## config.mk

```make
export PLATFORM = sky130hd
export DESIGN_NAME = regfile_scoreboard
export DESIGN_NICKNAME = d
export VERILOG_FILES = /design/src/rtl/regfile_scoreboard.sv
export SDC_FILE = /design/constraint.sdc
export NUM_CORES = 1
export LEC_CHECK = 0
export BUFFER_PORTS_ARGS = -buffer_cell sky130_fd_sc_hd__buf_4
export CAP_MARGIN = 20
export CORE_MARGIN = 2
export CORE_UTILIZATION = 30
export DETAILED_ROUTE_END_ITERATION = 8
export SLEW_MARGIN = 10
export SYNTH_ARGS = -nofsm -noshare
export SYNTH_HDL_FRONTEND = slang
export SYNTH_SLANG_ARGS = --single-unit
export TNS_END_PERCENT = 30
```

## constraint.sdc

```tcl
create_clock -name clk_i -period 8.66 [get_ports clk_i]
set_clock_uncertainty 0.15 [all_clocks]
set_input_delay 1.299 -clock clk_i [delete_from_list [all_inputs] [get_ports clk_i]]
set_output_delay 1.299 -clock clk_i [all_outputs]
set_load 0.005 [all_outputs]
```

## src/rtl/regfile_scoreboard.sv

```systemverilog
// Register-file interlock: keeps a pending-write counter for every architectural
// register and stalls decode while a source operand (or a full rd counter) is in flight.
module regfile_scoreboard #(
   parameter int ADDR_WIDTH = 5,
   parameter int CNT_WIDTH  = 2
) (
   input  logic                     clk_i,
   input  logic                     rst_ni,
   input  logic                     id_valid_i,
   input  logic [ADDR_WIDTH-1:0]    id_rs1_addr_i,
   input  logic                     id_rs1_used_i,
   input  logic [ADDR_WIDTH-1:0]    id_rs2_addr_i,
   input  logic                     id_rs2_used_i,
   input  logic [ADDR_WIDTH-1:0]    id_rd_addr_i,
   input  logic                     id_rd_wren_i,
   input  logic                     wb_valid_i,
   input  logic [ADDR_WIDTH-1:0]    wb_rd_addr_i,
   input  logic                     kill_valid_i,
   input  logic [ADDR_WIDTH-1:0]    kill_rd_addr_i,
   output logic                     stall_o,
   output logic                     issue_o,
   output logic [2**ADDR_WIDTH-1:0] pending_o,
   output logic                     busy_o,
   output logic                     err_o
);

   localparam int NREG = 2**ADDR_WIDTH;
   localparam logic [CNT_WIDTH-1:0] CNT_MAX = '1;

   // Handshake: decode offers id_valid_i and holds it; the instruction moves on
   // (and its rd is booked) only in a cycle where issue_o = id_valid_i & ~stall_o.

   logic [CNT_WIDTH-1:0] cnt_q    [1:NREG-1];
   logic [CNT_WIDTH-1:0] cnt_d    [1:NREG-1];
   logic [CNT_WIDTH-1:0] cnt_view [NREG];
   logic                 err_q, err_d;
   logic                 raw1, raw2, waw_full;

   function automatic logic still_pending(input logic [CNT_WIDTH-1:0] c,
                                          input logic d_wb, input logic d_kill);
      logic [CNT_WIDTH:0] dec;
      dec = (CNT_WIDTH+1)'(d_wb) + (CNT_WIDTH+1)'(d_kill);
      return {1'b0, c} > dec;
   endfunction

   // x0 has no storage; it reads as an always-empty counter.
   always_comb begin
      cnt_view[0] = '0;
      for (int r = 1; r < NREG; r++) cnt_view[r] = cnt_q[r];
   end

   always_comb begin
      raw1 = id_rs1_used_i && (id_rs1_addr_i != '0) &&
             still_pending(cnt_view[id_rs1_addr_i],
                           wb_valid_i && (wb_rd_addr_i == id_rs1_addr_i),
                           kill_valid_i && (kill_rd_addr_i == id_rs1_addr_i));
      raw2 = id_rs2_used_i && (id_rs2_addr_i != '0) &&
             still_pending(cnt_view[id_rs2_addr_i],
                           wb_valid_i && (wb_rd_addr_i == id_rs2_addr_i),
                           kill_valid_i && (kill_rd_addr_i == id_rs2_addr_i));
      waw_full = id_rd_wren_i && (id_rd_addr_i != '0) &&
                 (cnt_view[id_rd_addr_i] == CNT_MAX) &&
                 !(wb_valid_i && (wb_rd_addr_i == id_rd_addr_i)) &&
                 !(kill_valid_i && (kill_rd_addr_i == id_rd_addr_i));
   end

   assign stall_o = id_valid_i & (raw1 | raw2 | waw_full);
   assign issue_o = id_valid_i & ~stall_o;

   // Net change per register is inc - dec_wb - dec_kill; clamp and flag either end.
   always_comb begin
      logic [CNT_WIDTH:0] sum;
      logic [CNT_WIDTH:0] dec;
      logic [CNT_WIDTH:0] diff;
      sum   = '0;
      dec   = '0;
      diff  = '0;
      err_d = err_q;
      for (int r = 1; r < NREG; r++) begin
         sum  = {1'b0, cnt_q[r]} +
                (CNT_WIDTH+1)'(issue_o && id_rd_wren_i && (id_rd_addr_i == ADDR_WIDTH'(r)));
         dec  = (CNT_WIDTH+1)'(wb_valid_i && (wb_rd_addr_i == ADDR_WIDTH'(r))) +
                (CNT_WIDTH+1)'(kill_valid_i && (kill_rd_addr_i == ADDR_WIDTH'(r)));
         diff = sum - dec;
         if (dec > sum) begin
            cnt_d[r] = '0;
            err_d    = 1'b1;
         end else if (diff[CNT_WIDTH]) begin
            cnt_d[r] = CNT_MAX;
            err_d    = 1'b1;
         end else begin
            cnt_d[r] = diff[CNT_WIDTH-1:0];
         end
      end
   end

   always_ff @(posedge clk_i or negedge rst_ni) begin
      if (!rst_ni) begin
         for (int r = 1; r < NREG; r++) cnt_q[r] <= '0;
         err_q <= 1'b0;
      end else begin
         for (int r = 1; r < NREG; r++) cnt_q[r] <= cnt_d[r];
         err_q <= err_d;
      end
   end

   always_comb begin
      pending_o[0] = 1'b0;
      for (int r = 1; r < NREG; r++) pending_o[r] = (cnt_q[r] != '0);
   end

   assign busy_o = |pending_o;
   assign err_o  = err_q;

endmodule

```

Yosys cells after proc, flatten, opt, wreduce, memory -nomap -nowiden:

Cells that the tools add are included.

* register bits after elaboration: 63
* input bits: 33
* output and inout port bits: 36
* word-level logic and storage cells: 550

* $add $sub $neg: 95
* magnitude comparators: 36
* eq/ne operators: 100
* mux-type cells: 133
* bitwise operators: 8
* reduce and logical (&&, ||, !) cells: 146

Operator list (number)
* $eq A5 B5 Y1 const B: 48
* $mux W2: 68
* $eq A5 B4 Y1 const B: 24
* $logic_and A1 B1 Y1: 108
* $add A2 B1 Y3: 31
* $gt A2 B3 Y1: 31
* $sub A3 B2 Y3: 31
* $add A1 B1 Y2: 33
* $mux W1: 62
* $reduce_bool A2 Y1: 31
* $reduce_bool A62 Y1: 1
* $eq A5 B3 Y1 const B: 12
* $reduce_or A31 Y1: 1
* $bmux W2 S5: 3
* $eq A5 B2 Y1 const B: 6
* $eq A5 B5 Y1: 6
* $ge A6 B6 Y1 const B: 3
* $not A5 Y6: 3
* $eq A5 B1 Y1 const B: 3
* $reduce_bool A5 Y1: 3
* $gt A2 B2 Y1: 2
* $and A1 B1 Y1: 2
* $eq A2 B2 Y1 const B: 1
* $logic_not A1 Y1: 2
* 2 further kinds: 3

Depth between registers and ports, before layout:

Gate-level depths: netlist of run 1.

* depth after elaboration: 78
* depth in mapped cells: 25

Least setup slack after synthesis of run 1:

No wires, ideal clock.

* path type: input-to-reg
* start point: input port id_rs1_addr_i[1]
* end point: register err_q, in the netlist err_o
* data arrival time: 6156 ps
* required time: 8379 ps
* slack: 2223 ps
* cell stages on the path: 22
* path through: buf_1 buf_2 mux4_2 mux4_2 mux2_2 ha_1 nor2b_1 o211ai_1 o22ai_1 or3_1 buf_6 nor2_8 nor4b_2 ha_1 ha_1 inv_1 fa_1 xnor2_1 nand4_1 nor4_1 nand3_1 or3_1

* longest elaborated chain between the ends: 76
* elaborated cells between the ends (all ways): 205
* those cells by class: add/sub: 63; order compare: 32; eq/ne: 2; mux: 64; bitwise: 6; reduce/logical: 38

RTL lines
* start: declaration: line 10 `input logic [ADDR_WIDTH-1:0] id_rs1_addr_i,`
* $not A5 Y6 (implied by the code): line 54 `still_pending(cnt_view[id_rs1_addr_i],`
* $bmux W2 S5: line 54
* $mux W2 (implied by the code) (2 in a row): line 54
* $gt A2 B2 Y1: line 43 `return {1'b0, c} > dec;`
* $logic_and A1 B1 Y1 (*): line 53 `raw1 = id_rs1_used_i && (id_rs1_addr_i != '0) &&`
* $or A1 B1 Y1 (*) (2 in a row): line 67 `assign stall_o = id_valid_i & (raw1 | raw2 | waw_full);`
* $and A1 B1 Y1 (*): line 67
* $not A1 Y1 (*): line 68 `assign issue_o = id_valid_i & ~stall_o;`
* (+58 left out)
* $mux W1: line 88 `end else if (diff[CNT_WIDTH]) begin`
* $mux W1: line 85 `if (dec > sum) begin`
* $mux W1: line 88
* $mux W1: line 85
* $mux W1: line 88
* $mux W1: line 85
* $mux W1: line 88
* $mux W1: line 85
* end signal: assignment: line 103 `err_q <= err_d;`
* end: declaration: line 36 `logic err_q, err_d;`

Mark *: on every way between the ends. The rest lies on a longest branch, timed or not. The select of a mux whose other input is x is not followed.
A chain may end at the register's enable or synchronous reset.

Final worst setup path of run 1:

* start point: input port id_rs1_addr_i[0]
* end point: register err_q, in the netlist err_o

Same word-level chain as after synthesis.

==> metrics.md, run 1 <==
| Metric | Value |
|---|---|
| Count of H-tree levels built during CTS | 3 |
| Arrival @ worst endpoint | slightly above 7000 ps |
| Async SR Flop Fraction | 100% |
| Share of the synthesized netlist area taken by xor and xnor gates | ~6% |
| Yosys warning total | 0 |
| Initial antenna violation count | 1 |
| I/O pins | 69 |
| Transition at the pin with the smallest max-transition slack | around 1100 ps |
| Pin count of the biggest net entering global routing | 64 |
| Cell types occupying the most area after synthesis | ha_1 18%, dfrtp_1 17%, fa_1 14% |
| Number of resized instances in the post-cts repair step | 0 |
| Number of enable-type register cells in the synthesized netlist | 0 |
| Drt pass-1 iters | 7 |
| Data required, critical path | between 8000 and 9000 ps |
| Adder-Cell Fraction of Synth Area | between 30% and 40% |
| Clock transition at path regs | ~60 ps |
| Top cell type's share of synthesized area | ~18% |
| Count of standard-cell rows | 64 |
| Highest attainable clock frequency | 0.142 GHz |
| Ratio of cells with drive above 1 in the final layout | roughly 17% |
| Average wire length per cell after detail routing | between 20 and 25 um |
| Number of remaining DRC errors | 0 |
| Detailed Route WL | between 30000 and 40000 um |
| Setup TNS Final | 0 ps |
| Leakage | ~4.6 nW |
| Final hold slack | 685 ps |
| Simple logic cell fraction of the synthesized area | ~16% |
| Register bit total from synthesis | 63 |
| Count of endpoints failing setup in the final report | 0 |
| Crit Path Max Fanout | 20 |
| Cell area after technology mapping | 9170 sq um |
| Compound-gate portion of the synthesized area | 9.35% |
| Slew HR | about 30% |
| Hold_buf cts | 0 |
| Starting density of the core | between 30% and 40% |
| Ranking of synthesized cells by instance count | 130 x ha_1, 128 x inv_1, 78 x nor2_1 |
| Power density over the cells | ~260 nW/um^2 |
| # Max-Cap Violations | 0 |
| Number of inserted diodes | 0 |
| Wire length of the first global-routing pass | 48800 um |
| Area of the core | slightly above 30000 sq um |
| Total via count after detailed routing | roughly 7700 |
| TritonCTS clock tree | done |
| Height of the die | approximately 180 um |
| Main combinational cell family by area after synthesis | adder cells |
| Top-count cell post-synth | ha_1 |
| Max Buffers Root-to-Sink | 2 |
| Most used DFF post-synth | dfrtp_1 |
| Per-instance average area after synthesis | between 9 and 10 sq um |
| Post-synthesis to final-layout area growth | 11.5% |
| Category of the worst setup path launch point | input pin |
| Class of the most critical setup path | input pin to flip-flop |
| Setup Buffers After CTS | 0 |
| Insertion delay of the later-clocked pin in the worst-skew pair | 350 ps |
| Final clock period utilization by the worst path | about 81% |
| Hold violation total from the final report | 0 |
| Cell taking the most area after synthesis | ha_1 |
| Max-slew violation count | 0 |
| Routed vias/inst | 5.63 |
| Overall global routing resource usage | between 20% and 30% |
| Share of synthesized area occupied by flip-flops and latches | approximately 17% |
| Die span in x | 179 um |
| DIE AREA | 32000 sq um |
| RSZ-0062 raised after global routing | false |
| Number of buffer cells added on primary ports | 67 |
| CTS root buf | clkbuf_16 |
| Minimum period implied by the final worst setup slack | 7060 ps |
| Number of sinks driven by the clock tree | 63 |
| Largest voltage drop on the vdd net | around 110 uV |
| Setup crit end kind | flip-flop |
| Post-route ant nets | 0 |
| Number of DRC violations after detailed-routing iteration 0 | 781 |
| Count of unique library cells instantiated by Yosys | 60 |
| Share of synthesized area spent on multiplexers | 12.2% |
| Overall overflow remaining after global route | 0 |
| Result of the run | complete, no violations |
| Global placer's final weighted congestion | slightly below 1 |
| Path type of the worst min-delay path | flip-flop to flip-flop |
| Net Count, Synth | about 1200 |
| Gate count of the mapped netlist | around 940 |
| Final #Nets | between 1000 and 1500 |
| Detailed Place HPWL | around 25000 um |
| TritonCTS buffer count | 9 |
| Number of global-route vias before repair | roughly 7900 |
routing by layer:
metal,routed length (um),GRT usage (%),vias to the layer above
li1,-,-,3353
met1,12600,26.2,3866
met2,14200,32.3,393
met3,2750,4.62,112
met4,2320,12.8,2
met5,62,0,-
cell families after synthesis:
| kind of cell | count (synthesis) |
|---|---|
| xor+xnor | 61 |
| fa+ha+maj | 192 |
| mux | 56 |
| flops | 63 |
| buf+inv | 175 |
| other cells | 1 |
| simple gates | 264 |
| compound gates | 129 |
registers in the layout, summed over array words and instances (netlist names):
register  cells
cnt_q        62
err_o         1
power by group:
part | internal, W | switching (W)
logic | 0.000752 | 0.000819
registers | 0.000439 | 0.000296
clock network | 0.000229 | 0.000147
total | 0.00142 | 0.00126
worst paths after layout:
check / end / cells past startpoint / slack, ps / startpoint
setup / recovery: err_o$_DFFE_PN0P_ / 20 / 1600 / id_rs1_addr_i[0]
hold / removal: err_o$_DFFE_PN0P_ / 4 / 680 / err_o$_DFFE_PN0P_
setup reg to reg: err_o$_DFFE_PN0P_ / 19 / 2430 / cnt_q[1]$_DFF_PN0_
hold reg to reg: err_o$_DFFE_PN0P_ / 4 / 680 / err_o$_DFFE_PN0P_
max in group asynchronous: cnt_q[5]$_DFF_PN0_ / 1 / 6810 / rst_ni
min in group asynchronous: err_o$_DFFE_PN0P_ / 1 / 940 / rst_ni
cell type report:
type                            count  area (sq um)
Multi-Input combinational cell    703          6870
Timing Repair Buffer               67           503
Sequential cell                    63          1580
Tap cell                          396           495
Fill cell                        3071         20100
Clock inverter                      6          60.1
Clock buffer                       10           239
Inverter                          128           480
through the flow:
step	cells	power (W)	setup WS [ps]	utilization (%)	instance area [sq um]
after floorplan	941	0.00158	2220	-	9170
after global placement	1357	0.00225	1390	32.7	9920
after detailed placement	1357	0.00228	1350	32.7	9920
after CTS	1373	0.00267	1660	33.7	10200
after global routing	1373	0.00288	1320	33.7	10200
final	1373	0.00268	1600	33.7	10200
cell usage in the layout (no fill, tap or decap), types with 31 or more instances in the layout:
master / instances
ha_1: 130
inv_1: 128
nor2_1: 78
buf_4: 67
a21oi_1: 63
dfrtp_1: 63
fa_1: 62
mux4_2: 40
xnor2_1: 37
o31a_1: 31
worst max-delay path: stages:
cell and delay, ps:
buf_4 300, mux4_2 540, mux4_2 490, mux2_2 280, ha_1 290, nor2b_1 120
o211ai_1 80, o22ai_1 260, or3_1 690, nor2_8 50, and4b_1 250, ha_1 220
ha_1 270, inv_1 50, fa_1 430, xnor2_1 350, nand4_1 300, nor4_1 360
nand3_1 100, or3_1 350
No activity file was read; power rests on OpenSTA's default activity.
==> inputs of run 2 (changes only) <==
==> constraint.sdc (replaced) <==
create_clock -name clk_i -period 6.4 [get_ports clk_i]
set_clock_uncertainty 0.15 [all_clocks]
set_input_delay 0.96 -clock clk_i [delete_from_list [all_inputs] [get_ports clk_i]]
set_output_delay 0.96 -clock clk_i [all_outputs]
set_load 0.005 [all_outputs]
==> metrics.md, run 2 (synthesized netlist as in run 1, its figures left out) <==
| Metric | Value |
|---|---|
| Result of the run | complete, no violations |
| Max FFs per register | 62 (unchanged) |
| Number of buffer cells added on primary ports | 67 (unchanged) |
| Fill cells | 3041 (-0.98%) |
| Most frequent CP cell | ha_1 |
| Final #Nets | 1269 (+6.0%) |
| Area of the core | 30300 sq um (unchanged) |
| Leakage | 4.94 nW (+7.4%) |
| Highest attainable clock frequency | about 0.16 GHz |
| Data required, critical path | 6480 ps (-2250 ps) |
| Max Buffers Root-to-Sink | 2 (unchanged) |
| Class of the most critical setup path | input pin to flip-flop |
| Total via count after detailed routing | 7894 (+2.2%) |
| Final clock period utilization by the worst path | 95.4% |
| Setup crit end kind | flip-flop |
| Minimum period implied by the final worst setup slack | ~6000 ps |
| Clock transition at path regs | 60 ps (about the same) |
| Detailed Place HPWL | 26000 um (+2.6%) |
| Number of remaining DRC errors | 0 (unchanged) |
| Number of inserted diodes | 0 (unchanged) |
| DIE AREA | 32000 sq um (unchanged) |
| Wire length of the first global-routing pass | 48800 um (about the same) |
| R2R Path Start | cnt_q[33]$_DFF_PN0_ |
| Die span in x | 179 um (unchanged) |
| Highest-count cells in the layout ignoring fill and taps | 139 x buf_4, 130 x ha_1, 128 x inv_1, 78 x nor2_1 |
| Count of H-tree levels built during CTS | 3 (unchanged) |
| Number of DRC violations after detailed-routing iteration 0 | 681 (-13%) |
| Largest voltage drop on the vdd net | 144 uV (+35%) |
| Average wire length per cell after detail routing | 22.1 um (-5.0%) |
| Slowest stage cell on the critical path | mux4_2 |
| Placement Cell Area | 10500 sq um (+5.4%) |
| Transition at the pin with the smallest max-transition slack | 935 ps (-124 ps) |
| Count of standard-cell rows | 64 (unchanged) |
| Post-route ant nets | 0 (unchanged) |
| Initial antenna violation count | 0 (-1) |
| Max-slew violation count | 0 (unchanged) |
| Terminus of the critical flop-to-flop path | err_o$_DFFE_PN0P_ |
| Global placer's final weighted congestion | 0.962 (about the same) |
| Path type of the worst min-delay path | input pin to asynchronous set/reset pin |
| Sequential cell area in the final layout | 1580 sq um (unchanged) |
| # Max-Cap Violations | 0 (unchanged) |
| Crit-path cells | buf_4, mux4_2, mux4_2, mux2_2, ha_1, nor2b_1, o211ai_1, o22ai_2, or3_4, buf_4, nor4_1, ha_1, ha_1, inv_1, fa_1, xnor2_1, nand4_1, nor4_1, nand3_1, or3_1 |
| Count of endpoints failing setup in the final report | 0 (unchanged) |
| CP delay by family, top | simple AND/OR/NAND/NOR gates |
| I/O pins | 69 (unchanged) |
| Drt pass-1 iters | 8 (+1) |
| R2r setup slk | 630 ps (-1800 ps) |
| Crit Path Max Fanout | 11 (-45%) |
| Post-layout worst setup margin | 297 ps (-1310 ps) |
| Area of combinational cells with multiple inputs | 6900 sq um (+0.47%) |
| Utilization after layout | 35.5% (+1.9 points) |
| Overall global routing resource usage | 20.7% (-0.074 points) |
| Starting density of the core | 30.2% (unchanged) |
| Total power | 0.00377 W (+40%) |
| Arrival @ worst endpoint | 6180 ps (-950 ps) |
| Post-placement setup slack | -187 ps (-1530 ps) |
| Post-synthesis to final-layout area growth | 17.6% |
| TritonCTS clock tree | done |
| Number of sinks driven by the clock tree | 63 (unchanged) |
| Height of the die | 179 um (unchanged) |
| Hold violation total from the final report | 0 (unchanged) |
| CTS root buf | clkbuf_16 |
| Highest cell delay on the worst timing path | 520 ps (-170 ps) |
| Buffers & Inverters on Critical Path | 3 (+1) |
| Number of global-route vias before repair | 8228 (+4.2%) |
| Most common cell after layout, fill and taps aside | buf_4 |
| TritonCTS buffer count | 9 (unchanged) |
| Power density over the cells | 349 nW/um^2 (+33%) |
| Ratio of cells with drive above 1 in the final layout | 23.1% (+6.0 points) |
| Pin count of the biggest net entering global routing | 64 (unchanged) |
| Final hold slack | 598 ps (-86.1 ps) |
| Detailed Route WL | 31900 um (about the same) |
| Overall overflow remaining after global route | 0 (unchanged) |
| Category of the worst setup path launch point | input pin |
| Worst Reg-to-Reg Cells | 19 (unchanged) |
| Layout Cell Area excl Fill | 10800 sq um (+5.5%) |
| Register ranked first by flip-flop count | cnt_q |
| Hold_buf cts | 0 (unchanged) |
| Insertion delay of the later-clocked pin in the worst-skew pair | 360 ps (about the same) |
| Routed vias/inst | 5.46 (-2.9%) |
| Logic depth of the worst setup path including buffers | 20 (unchanged) |
| Slew HR | 37.7% (+8.3 points) |
run 2: worst max-delay path by stage:
stage                                 from                end
after floorplan           id_rs1_addr_i[1]  err_o$_DFFE_PN0P_
after global placement    id_rs1_addr_i[0]  err_o$_DFFE_PN0P_
after detailed placement  id_rs1_addr_i[0]  err_o$_DFFE_PN0P_
after CTS                 id_rs1_addr_i[0]  err_o$_DFFE_PN0P_
after global routing      id_rs1_addr_i[0]  err_o$_DFFE_PN0P_
final                     id_rs1_addr_i[0]  err_o$_DFFE_PN0P_
run 2: layout make-up:
class                      count  share of cell area [%]
multi-input combinational    703                    64.0
sequential                    63                    14.6
clock inverter                 4                   0.418
inverter                     128                    4.45
clock buffer                  12                    2.29
tap                          396                    4.59
timing repair buffer         139                    9.68
run 2: worst reg2reg max path: stages (launching register included):
cell	delay, ps
dfrtp_1	500
mux4_2	510
mux4_2	470
mux2_2	280
ha_1	310
nor2b_1	130
o211ai_1	200
o22ai_2	130
or3_4	420
buf_4	170
nor4_1	320
ha_1	260
ha_1	130
inv_1	50
fa_1	430
xnor2_1	240
nand4_1	210
nor4_1	270
nand3_1	120
or3_1	360
run 2: per-stage QoR:
step           instances  setup TNS, ps
3_5_place_dp        1429           -187
2_1_floorplan        941              0
4_1_cts             1445              0
3_3_place_gp        1429          -86.9
5_1_grt             1445          -30.9
6_report            1445              0
run 2: where the power goes:
group / internal (W) / total [W] / switching [W]
combinational: 0.00112 / 0.00224 / 0.00112
clock: 0.000311 / 0.000522 / 0.000211
sequential: 0.000594 / 0.00100 / 0.000409
run 2: what timing repair did:
item / CTS / global route
setup endpoints to repair: 0 / 1
gates resized for setup: 0 / 5
setup buffers: 0 / 0
run 2: metal layers:
metal,GRT usage [%],wire (um),vias up
met5,0,0,-
met4,12.6,2080,0
met3,3.10,2350,97
met2,33.7,14800,389
met1,25.9,12700,3912
li1,-,-,3496
==> inputs of run 3 (changes only) <==
--- a/config.mk
+++ b/config.mk
@@ -8,8 +8,9 @@
 export BUFFER_PORTS_ARGS = -buffer_cell sky130_fd_sc_hd__buf_4
 export CAP_MARGIN = 20
 export CORE_MARGIN = 2
-export CORE_UTILIZATION = 30
+export CORE_UTILIZATION = 57
 export DETAILED_ROUTE_END_ITERATION = 8
+export PLACE_DENSITY = 0.79
 export SLEW_MARGIN = 10
 export SYNTH_ARGS = -nofsm -noshare
 export SYNTH_HDL_FRONTEND = slang
==> metrics.md, run 3 (synthesized netlist as in run 1, its figures left out) <==
| Metric | Value |
|---|---|
| Result of the run | complete, no violations |
| R2R Path Start | cnt_q[33]$_DFF_PN0_ |
| Number of remaining DRC errors | 0 (unchanged) |
| Terminus of the critical flop-to-flop path | err_o$_DFFE_PN0P_ |
| Number of resized instances in the post-cts repair step | 0 (unchanged) |
| Setup TNS Final | 0 ps (unchanged) |
| Detailed Place HPWL | 23400 um (-10%) |
| Routed vias/inst | 6.48 (+19%) |
| Number of buffer cells added on primary ports | 67 (unchanged) |
| Arrival @ worst endpoint | 6230 ps (+50 ps) |
| Crit Path Max Fanout | 11 (unchanged) |
| Overall global routing resource usage | 36.6% (+16 points) |
| Number of inserted diodes | 0 (unchanged) |
| Register ranked first by flip-flop count | cnt_q |
| Transition at the pin with the smallest max-transition slack | 934 ps (-1.29 ps) |
| Max FFs per register | 62 (unchanged) |
| Class of the most critical setup path | input pin to flip-flop |
| Count of H-tree levels built during CTS | 3 (unchanged) |
| Final clock period utilization by the worst path | 96.1% (+0.76 points) |
| Category of the worst setup path launch point | input pin |
| # Max-Cap Violations | 0 (unchanged) |
| Global placer's final weighted congestion | 1.04 (+7.8%) |
| Starting density of the core | 57.9% (+28 points) |
| Leakage | 4.79 nW (-3.1%) |
| Height of the die | 131 um (-27%) |
| TritonCTS clock tree | done |
| Data required, critical path | 6480 ps (about the same) |
| Power density over the cells | 359 nW/um^2 (+2.8%) |
| Largest voltage drop on the vdd net | 175 uV (+21%) |
| Drt pass-1 iters | 9 (+1) |
| Count of endpoints failing setup in the final report | 0 (unchanged) |
| RSZ-0062 raised after global routing | false |
| Area of the core | 15800 sq um (-48%) |
| Hold violation total from the final report | 0 (unchanged) |
| Comb pwr share | 58.4% (-1.1 points) |
| TritonCTS buffer count | 9 (unchanged) |
| P_int | 0.00202 W (-0.37%) |
| Portion of total power attributed to the clock network | 14.4% (+0.5 points) |
| Fill cells | 1264 (-58%) |
| Worst Reg-to-Reg Cells | 21 (+2) |
| Total via count after detailed routing | 7985 (+1.2%) |
| Placement Cell Area | 10000 sq um (-4.4%) |
| Count of standard-cell rows | 46 (-28%) |
| Wire length of the first global-routing pass | 45600 um (-6.5%) |
| Clock transition at path regs | 60 ps (about the same) |
| Initial antenna violation count | 0 (unchanged) |
| Final #Nets | 1236 (-2.6%) |
| Layout Cell Area excl Fill | 10300 sq um (-4.3%) |
| CTS root buf | clkbuf_16 |
| Setup crit end kind | flip-flop |
| Number of DRC violations after detailed-routing iteration 0 | 1008 (+48%) |
| Die span in x | 131 um (-27%) |
| I/O pins | 69 (unchanged) |
| Part of the total power dissipated in sequential elements | 27.2% (+0.6 points) |
| Pin count of the biggest net entering global routing | 64 (unchanged) |
| Overall overflow remaining after global route | 0 (unchanged) |
| Max Buffers Root-to-Sink | 2 (unchanged) |
| NetSw | 0.00169 W (-3.0%) |
| Number of global-route vias before repair | 8170 (-0.70%) |
| Minimum period implied by the final worst setup slack | 6150 ps (+48.4 ps) |
| Insertion delay of the later-clocked pin in the worst-skew pair | 350 ps (about the same) |
| Post-synthesis to final-layout area growth | 12.6% |
| DIE AREA | 17100 sq um (-46%) |
| Highest-count cells in the layout ignoring fill and taps | 130 x ha_1, 128 x inv_1, 105 x buf_4, 78 x nor2_1 |
| Setup Buffers After CTS | 0 (unchanged) |
| Hold_buf cts | 0 (unchanged) |
| Max-slew violation count | 0 (unchanged) |
| Highest attainable clock frequency | 0.163 GHz (-0.79%) |
| R2r setup slk | 600 ps (-30 ps) |
| Slew HR | 37.8% (+0.086 points) |
| Number of sinks driven by the clock tree | 63 (unchanged) |
| Average wire length per cell after detail routing | 24.0 um (+8.6%) |
| Most common cell after layout, fill and taps aside | ha_1 |
| Detailed Route WL | 29500 um (-7.4%) |
| Share of total power consumed by net switching | 45.6% (-0.67 points) |
| Post-route ant nets | 0 (unchanged) |
| Ratio of cells with drive above 1 in the final layout | 20.2% (-2.9 points) |
| Path type of the worst min-delay path | input pin to asynchronous set/reset pin |
## run 3: cell count changes in the layout (fill, tap and decap cells not counted), sizes merged
cell / change
buf: -33
clkbuf: +2
clkinv: -3
clkinvlp: +1
## run 3: final cells by class
type / count / area (sq um) / area share (%)
Inverter: 128 / 480 / 4.66
Timing Repair Buffer: 106 / 808 / 7.83
Multi-Input combinational cell: 703 / 6870 / 66.6
Clock buffer: 14 / 274 / 2.66
Tap cell: 216 / 270 / 2.62
Sequential cell: 63 / 1580 / 15.3
Clock inverter: 2 / 37.5 / 0.364
## run 3: power by group through the flow
stage | registers (W) | clock network [W] | logic, W
3_5_place_dp | 0.000976 | 0 | 0.00211
6_report | 0.00101 | 0.000534 | 0.00216
3_3_place_gp | 0.000972 | 0 | 0.00205
4_1_cts | 0.000970 | 0.000537 | 0.00212
5_1_grt | 0.00100 | 0.000558 | 0.00236
2_1_floorplan | 0.000777 | 0 | 0.00136
## run 3: per-stage QoR
stage | hold WS (ps) | setup WS [ps] | power, W | instances | util (%)
after CTS | 619 | 252 | 0.00363 | 1232 | 65.2
after floorplan | 501 | 302 | 0.00214 | 941 | -
after detailed placement | 691 | -113 | 0.00308 | 1216 | 63.2
after global placement | 703 | 51.9 | 0.00302 | 1216 | 63.2
final | 581 | 248 | 0.00371 | 1232 | 65.2
after global routing | 666 | 0.750 | 0.00392 | 1232 | 65.2
## run 3: routing by layer
metal / up-vias / track usage, % / routed length (um)
li1: 3422 / - / -
met1: 3824 / 44.5 / 10500
met2: 557 / 55.6 / 13000
met3: 182 / 12.1 / 3620
met4: 0 / 24.7 / 2410
met5: - / 0 / 0
## run 3: critical path, cell delays in order
cell and delay [ps]:
buf_4 190, mux4_2 520, mux4_2 480, mux2_2 290, ha_1 300, nor2b_1 130, o211ai_1 160, o22ai_1 140
or3_1 340, buf_4 190, nor2_8 100, buf_4 120, nor4b_2 250, ha_1 230, ha_1 120, inv_1 50
fa_1 430, xnor2_1 310, nand4_1 200, nor4_1 270, nand3_1 100, or3_1 340
## run 3: worst max-delay path by stage
| stage | start | end | slack [ps] | cells past startpoint |
|---|---|---|---|---|
| 2_1_floorplan | id_rs1_addr_i[1] | err_o$_DFFE_PN0P_ | 300 | 22 |
| 3_3_place_gp | id_rs1_addr_i[0] | err_o$_DFFE_PN0P_ | 50 | 22 |
| 3_5_place_dp | id_rs1_addr_i[0] | err_o$_DFFE_PN0P_ | -110 | 22 |
| 4_1_cts | id_rs1_addr_i[0] | err_o$_DFFE_PN0P_ | 250 | 22 |
| 5_1_grt | id_rs1_addr_i[0] | err_o$_DFFE_PN0P_ | 0.8 | 20 |
| 6_report | id_rs1_addr_i[0] | err_o$_DFFE_PN0P_ | 250 | 22 |
